<file path="src/rtl/fifo_write_arbiter.sv">
// fifo_write_arbiter: round-robin write side of an 8-entry CDC FIFO (write_clk domain)
module fifo_write_arbiter #(
  parameter int DATA_WIDTH  = 8,
  parameter int ADDR_WIDTH  = 4,
  parameter int SYNC_STAGES = 2
) (
  input  logic                  write_clk,
  input  logic                  write_rst_n,
  input  logic                  req0_valid,
  input  logic [DATA_WIDTH-1:0] req0_data,
  output logic                  req0_ready,
  input  logic                  req1_valid,
  input  logic [DATA_WIDTH-1:0] req1_data,
  output logic                  req1_ready,
  input  logic [ADDR_WIDTH-1:0] read_ptr_gray_in,
  output logic [DATA_WIDTH-1:0] mem_write_data,
  output logic [ADDR_WIDTH-1:0] mem_write_addr,
  output logic                  mem_write_enable,
  output logic [ADDR_WIDTH-1:0] write_ptr_gray,
  output logic                  full,
  output logic                  last_grant
);
  logic [SYNC_STAGES-1:0][ADDR_WIDTH-1:0] sync_q;
  logic [ADDR_WIDTH-1:0] rptr_sync, wptr_bin_q, wptr_bin_d, wptr_gray_q, wptr_gray_d;
  logic last_grant_q, last_grant_d, gnt0, gnt1, xfer;
  assign rptr_sync = sync_q[SYNC_STAGES-1];
  // Full when the write pointer has lapped the read pointer exactly once
  assign full = wptr_gray_q == {~rptr_sync[ADDR_WIDTH-1 -: 2], rptr_sync[ADDR_WIDTH-3:0]};
  always_comb begin
    gnt0 = write_rst_n & ~full & req0_valid & (~req1_valid | last_grant_q);
    gnt1 = write_rst_n & ~full & req1_valid & (~req0_valid | ~last_grant_q);
    xfer = gnt0 | gnt1;
    wptr_bin_d = xfer ? wptr_bin_q + 1'b1 : wptr_bin_q;
    wptr_gray_d = wptr_bin_d ^ (wptr_bin_d >> 1);
    last_grant_d = xfer ? gnt1 : last_grant_q;
  end
  assign req0_ready = gnt0;
  assign req1_ready = gnt1;
  assign mem_write_enable = xfer;
  assign mem_write_data = gnt1 ? req1_data : req0_data;
  assign mem_write_addr = wptr_bin_q;
  assign write_ptr_gray = wptr_gray_q;
  assign last_grant = last_grant_q;
  always_ff @(posedge write_clk or negedge write_rst_n) begin
    if (!write_rst_n) begin
      sync_q <= '0;
      wptr_bin_q <= '0;
      wptr_gray_q <= '0;
      last_grant_q <= 1'b1;
    end else begin
      sync_q <= {sync_q[SYNC_STAGES-2:0], read_ptr_gray_in};
      wptr_bin_q <= wptr_bin_d;
      wptr_gray_q <= wptr_gray_d;
      last_grant_q <= last_grant_d;
    end
  end
endmodule

</file>
<file path="config.mk">
export PLATFORM = sky130hd
export DESIGN_NAME = fifo_write_arbiter
export DESIGN_NICKNAME = d
export VERILOG_FILES = /design/src/rtl/fifo_write_arbiter.sv
export SDC_FILE = /design/constraint.sdc
export NUM_CORES = 1
export LEC_CHECK = 0
export CAP_MARGIN = 20
export CORE_UTILIZATION = 34
export CTS_BUF_LIST = sky130_fd_sc_hd__clkbuf_16
export CTS_CLUSTER_SIZE = 30
export DETAILED_ROUTE_END_ITERATION = 7
export PLACE_DENSITY_LB_ADDON = 0.05
export SETUP_SLACK_MARGIN = 0.5
export SYNTH_ARGS = -nofsm -noshare
export SYNTH_HDL_FRONTEND = slang
export SYNTH_SLANG_ARGS = --single-unit
</file>
<file path="constraint.sdc">
create_clock -name write_clk -period 1.6 [get_ports write_clk]
set_clock_uncertainty 0.1 [all_clocks]
set_input_delay 0.24 -clock write_clk [delete_from_list [all_inputs] [get_ports write_clk]]
set_output_delay 0.24 -clock write_clk [all_outputs]
set_load 0.05 [all_outputs]
</file>
==> flow_summary.ini, run 1 <==
[cells_and_area]
antenna_cells = 0
fin_nets = 166
area_growth_pct = 133
fin_util = 0.860
num-fill-cells = 116
final_cells = 168
design_area_um2 = 1940
layout-drive-gt1-share = 0.579

[route]
routed_wirelength_mm = 2.84
wl_per_cell_um = 16.9
drc = 0
drt_pass1_iterations = 4
ant_nets = 0
detail_route.iter0.violations = 14
vias = 824
vias_per_cell = 4.90

[setup_path]
slowest_delay_ns = 0.51
worstPathArrival_ns = 1.84
rr_worst_depth = 7
critPathKind = flip-flop to output pin
crit_path_max_fanout = 5
path_cells = xor2_4 > a41oi_4 > nand3_4 > mux2_4 > buf_8
critical_path.top_delay_family = flip-flops
cp-start-kind = flip-flop
cp.required_ns = 1.26
critPathCaptureType = output pin
reg2reg_to = write_ptr_gray[2]
cp_num_cells = 5
crit_slowest_cell = dfrtp_4
reg2reg_setup_slack_ns = -0.31
cp_num_buf_inv = 1
r2r-start = mem_write_addr[3]

[global_routing]
grt_use_total = 0.205
grt.busiest_layer = met2
grt_pass1_wl_mm = 3.76
grt_util_met3 = 0.0536
grt.met1_usage = 0.198
grt_pass1_vias = 785
grt_max_degree = 18
grt_remaining_overflow = 0
grt.met2_usage = 0.383
antenna_found_initial = 0

[placed_design]
dpl_worst_slack_ns = -0.605
gp_congestion = 0.701
place_inst = 150
post_dp_cell_area_um2 = 1610
io_buffers = 44
dp_hpwl_mm = 1.48

[yosys]
synth_cell_types = 24
yosys_warnings = 0
synthMuxAreaShare = 0.158
ys_ff_latch = 16
avgSynthCellArea_um2 = 13.2
synth_cells = 63
synthAdderAreaFrac = 0.0150
synth_top_family_by_area = multiplexers
synth_xor_area_frac = 0.141
yosys.area_share.simple = 0.0677
synth-seq-area-share = 0.483
synth-compound-area-share = 0.108
syn_nets = 88
synthesis.area_um2 = 832

[power_and_ir_drop]
p_per_area_nw_per_um2 = 2050
p_leak_nw = 0.868
ir_worst_vdd_mv = 1.90
finalPower_mw = 3.98

[timing]
hold-worst-slack_ns = 0.251
hold_viol = 0
fin_crit_ns = 2.18
max_freq_ghz = 0.459
slew-limit-headroom = 0.789
rsz0062_at_grt = yes
setup_viol = 20
tns_ns = -7.61
slew_viol_final = 0
layout_setup_ws_ns = -0.579
fin_crit_sh = 1.36
worst_pin_slew_ns = 0.308

[die]
dieArea_um2 = 2650
placementRows = 17
chipHeight_um = 51.5
io_pins = 45
coreArea_um2 = 2250
initial_core_util = 0.369
dieWidth_um = 51.5

[worst_hold_path]
hold_class = input port to async pin

[outcome]
status = complete, but fails checks
violations = setup timing

[clocking]
cts_tree = built
clk_path_buf_depth = 2
cts-root-buf = clkbuf_16
clk_latency_ns = 0.24
tritoncts.num_buffers = 3
clkTransAtPathRegs_ns = 0.05
cts.sink_count = 16
cts.htree.levels = 1

[job]
maxCapViolations = 0
==> worst register-to-register path, cell delays in order, from the launching register on <==
cell	delay (ns)
dfrtp_4	0.51
xor2_4	0.20
buf_6	0.13
buf_6	0.10
a41oi_4	0.10
buf_6	0.17
a21o_1	0.16
a221o_1	0.31
==> logic make-up (layout without fill, tap and decap cells) <==
| kind of cell | count (synthesis) | after routing |
|---|---|---|
| DFF | 16 | 16 |
| muxes | 12 | 12 |
| xor gates and xnor gates | 10 | 10 |
| and+or+nand+nor | 10 | 11 |
| AOI/OAI and AO/OA | 9 | 9 |
| buffers and inverters | 5 | 81 |
| adders and majority gates | 1 | 1 |
==> worst max-delay path by stage <==
stage	from	to
4_1_cts	mem_write_addr[3]	mem_write_data[2]
5_1_grt	mem_write_addr[3]	mem_write_data[2]
3_3_place_gp	write_rst_n	mem_write_data[0]
2_1_floorplan	write_ptr_gray[2]	write_ptr_gray[2]
3_5_place_dp	write_rst_n	mem_write_enable
6_report	mem_write_addr[3]	mem_write_data[2]
==> synthesized netlist by cell type (all sizes together) <==
cell / instances / share of area
inv: 4 / 0.018
a41oi: 2 / 0.053
a21oi: 3 / 0.018
and3: 1 / 0.0075
dfstp: 1 / 0.032
a21o: 1 / 0.0090
dfrtp: 15 / 0.45
nand4: 1 / 0.0075
o21ai: 1 / 0.0060
nor2b: 1 / 0.0075
mux2i: 3 / 0.036
and4: 1 / 0.011
mux2: 9 / 0.12
nand2: 5 / 0.023
a221o: 1 / 0.012
a31o: 1 / 0.011
xor2: 4 / 0.060
nand3: 1 / 0.012
ha: 1 / 0.015
buf: 1 / 0.0090
xnor2: 6 / 0.081
==> flip-flops by register name, summed over array words and instances, names as in the netlist <==
name and count:
last_grant 1, mem_write_addr 4, rptr_sync 4, sync_q 4, write_ptr_gray 3
==> power by group <==
group / internal, mW / switching, mW
Sequential: 0.552 / 0.151
Combinational: 1.46 / 1.34
Clock: 0.331 / 0.145
Total: 2.35 / 1.63
==> cells in the final DEF, fill, tap and decap left out, types with 2 or more instances in the layout <==
cell / netlist / final
nand2_1: 5 / 4
nand3_4: 0 / 2
xor2_1: 2 / 2
clkbuf_16: 0 / 3
a41oi_4: 1 / 2
a21oi_1: 3 / 2
buf_8: 0 / 2
dfrtp_1: 15 / 11
buf_4: 1 / 11
inv_1: 4 / 3
buf_6: 0 / 24
clkdlybuf4s50_1: 0 / 23
buf_12: 0 / 13
dfrtp_2: 0 / 3
mux2_4: 0 / 9
mux2i_1: 3 / 2
xnor2_1: 4 / 4
xnor2_4: 0 / 2
==> area by class of cell <==
| cell class | count | area (um2) | area share |
|---|---|---|---|
| clock inverter | 1 | 3.75 | 0.00194 |
| clock buffer | 3 | 75.1 | 0.0387 |
| sequential | 16 | 409 | 0.211 |
| multi-input combinational | 43 | 524 | 0.270 |
| tap | 28 | 35.0 | 0.0181 |
| timing repair buffer | 73 | 873 | 0.450 |
| inverter | 4 | 18.8 | 0.00968 |
==> metal layers <==
metal / vias to the layer above / wire length, um
met5: - / 0
met4: 0 / 88
met3: 8 / 217
met2: 43 / 1530
met1: 396 / 999
li1: 377 / -
==> what timing repair did <==
item,in CTS,in global routing
cloned,1,0
setup buffers,8,5
pin swaps,6,6
resized for setup,26,10
hold buffers,0,0
hold endpoints to repair,0,0
setup endpoints to repair,29,29
(Power assumes the default switching activity.)
==> inputs of run 2 (changes only) <==
--- a/config.mk
+++ b/config.mk
@@ -12,6 +12,7 @@
 export DETAILED_ROUTE_END_ITERATION = 7
 export PLACE_DENSITY_LB_ADDON = 0.05
 export SETUP_SLACK_MARGIN = 0.5
+export SLEW_MARGIN = 10
 export SYNTH_ARGS = -nofsm -noshare
 export SYNTH_HDL_FRONTEND = slang
 export SYNTH_SLANG_ARGS = --single-unit
==> results of run 2 <==
No change in the layout: final DEF, timing and power equal those of run 1.
==> variant (settings of run 2) <==
Make the reset (`write_rst_n`) synchronous in one clocked block.
--- a/src/rtl/fifo_write_arbiter.sv
+++ b/src/rtl/fifo_write_arbiter.sv
@@ -41,7 +41,7 @@
   assign mem_write_addr = wptr_bin_q;
   assign write_ptr_gray = wptr_gray_q;
   assign last_grant = last_grant_q;
-  always_ff @(posedge write_clk or negedge write_rst_n) begin
+  always_ff @(posedge write_clk) begin
     if (!write_rst_n) begin
       sync_q <= '0;
       wptr_bin_q <= '0;
Check against the original RTL: differs if write_rst_n is asserted again (counterexample within 4 cycles, from zero or initial values and one cycle with write_rst_n low); with write_rst_n held inactive, the same outputs for 10 cycles.
==> variant against run 2 <==
The run still ends with setup timing left. Sequential cell count did not move. Area after synthesis rose by 2.6%. Final cell count up 4.2%. Non-clock buffer count down 10. Design area decreased by 0.84%. Global-route usage up 1.4 points. Wire length is 0.60% lower. Worst setup slack improved by 0.23 ns. Hold slack better by 0.082 ns. Critical path type unchanged. Largest cell class unchanged.
Power is not compared: it rests on default switching activity, and its combinational part moved more than twofold at a synthesized area within 25%.
==> variant: results (changes against run 2) <==
status=finished, violations left; failing checks=setup timing; starting DRC count in detailed routing=6 (-8); largest net degree at the start of global routing=19 (+1); first-pass GRT wire length=4.22 mm (+12%); Fin Setup TNS=-4.11 ns (+3.50 ns); vias in the first global route=930 (+18%); vias per cell=5.06 (+3.2%); drt wl/cell=16.1 um (-4.6%); Seq/Total Area, Yosys=0.375 (-0.107); final setup fails=18 (-10%); final hold vios=0 (unchanged); GRT Util Overall=0.219 (+0.0136); DP HPWL=1.76 mm (+19%); most frequent cells after synthesis=dfxtp_1 (16), and2_1 (9), mux2_2 (8); share of flip-flops with an asynchronous set or reset=0 (-1.00); Post-Place Cell Area=1670 um2 (+4.0%); Worst VDD drop=0.758 mV; placer's final routability congestion estimate=0.789 (+12%); fraction of layout cells with a size suffix above 1=0.524 (-0.0548); post-place setup slack=-0.398 ns (+0.208 ns); top area cells in the synthesized netlist=dfxtp_1 (38%), mux2_2 (11%), and2_1 (6.6%); Gate Count Post-Synth=83 (+32%); Layout Cells excl Fill=175 (+4.2%); Final WS setup=-0.348 ns (+0.231 ns); Yosys cell types=30 (+25%); # fillers=130 (+12%); Placed Cells=165 (+10%); worst hold path class=reg2reg
-- variant: what timing repair did --
action                                  in CTS  in global routing
pin swaps                                    6                  7
setup buffers                                1                  4
endpoints found under the setup margin      35                 29
cloned                                       1                  0
gates resized for setup                     26                 12
-- variant: area by class of cell --
| cell class | count | area [um2] | share of cell area |
|---|---|---|---|
| timing repair buffer | 63 | 764 | 0.398 |
| sequential | 16 | 360 | 0.187 |
| clock inverter | 1 | 3.75 | 0.00195 |
| tap | 28 | 35.0 | 0.0182 |
| clock buffer | 3 | 75.1 | 0.0390 |
| multi-input combinational | 61 | 668 | 0.347 |
| inverter | 3 | 16.3 | 0.00846 |
-- variant: path summary, 6_finish.rpt --
check	start	to	slack, ns	depth (start not counted)
setup reg to reg	rptr_sync[2]	write_ptr_gray[1]	-0.11	8
setup / recovery	mem_write_addr[3]	mem_write_data[4]	-0.35	5
hold reg to reg	sync_q[0]	rptr_sync[0]	0.33	1
hold / removal	sync_q[0]	rptr_sync[0]	0.33	1
-- variant: logic make-up after synthesis --
kind of cell             share of synthesized area
XOR/XNOR                                    0.0909
AO/OA/AOI/OAI                                0.133
buffers and inverters                       0.0352
flip-flops                                   0.375
multiplexers                                 0.117
AND/OR/NAND/NOR                              0.233
adder cells (fa/ha/maj)                     0.0147
-- variant: worst max-delay path, cell delays in order, from the launching register on --
cell	delay, ns
dfxtp_4	0.36
xor2_4	0.19
nand4_4	0.17
nand4_4	0.16
mux2_4	0.33
buf_6	0.15
-- variant: routing by layer --
layer	vias up	track usage	wire [um]
li1	427	-	-
met1	419	0.217	1050
met2	36	0.404	1540
met3	4	0.0731	197
met4	0	0.0991	38
met5	-	0	0
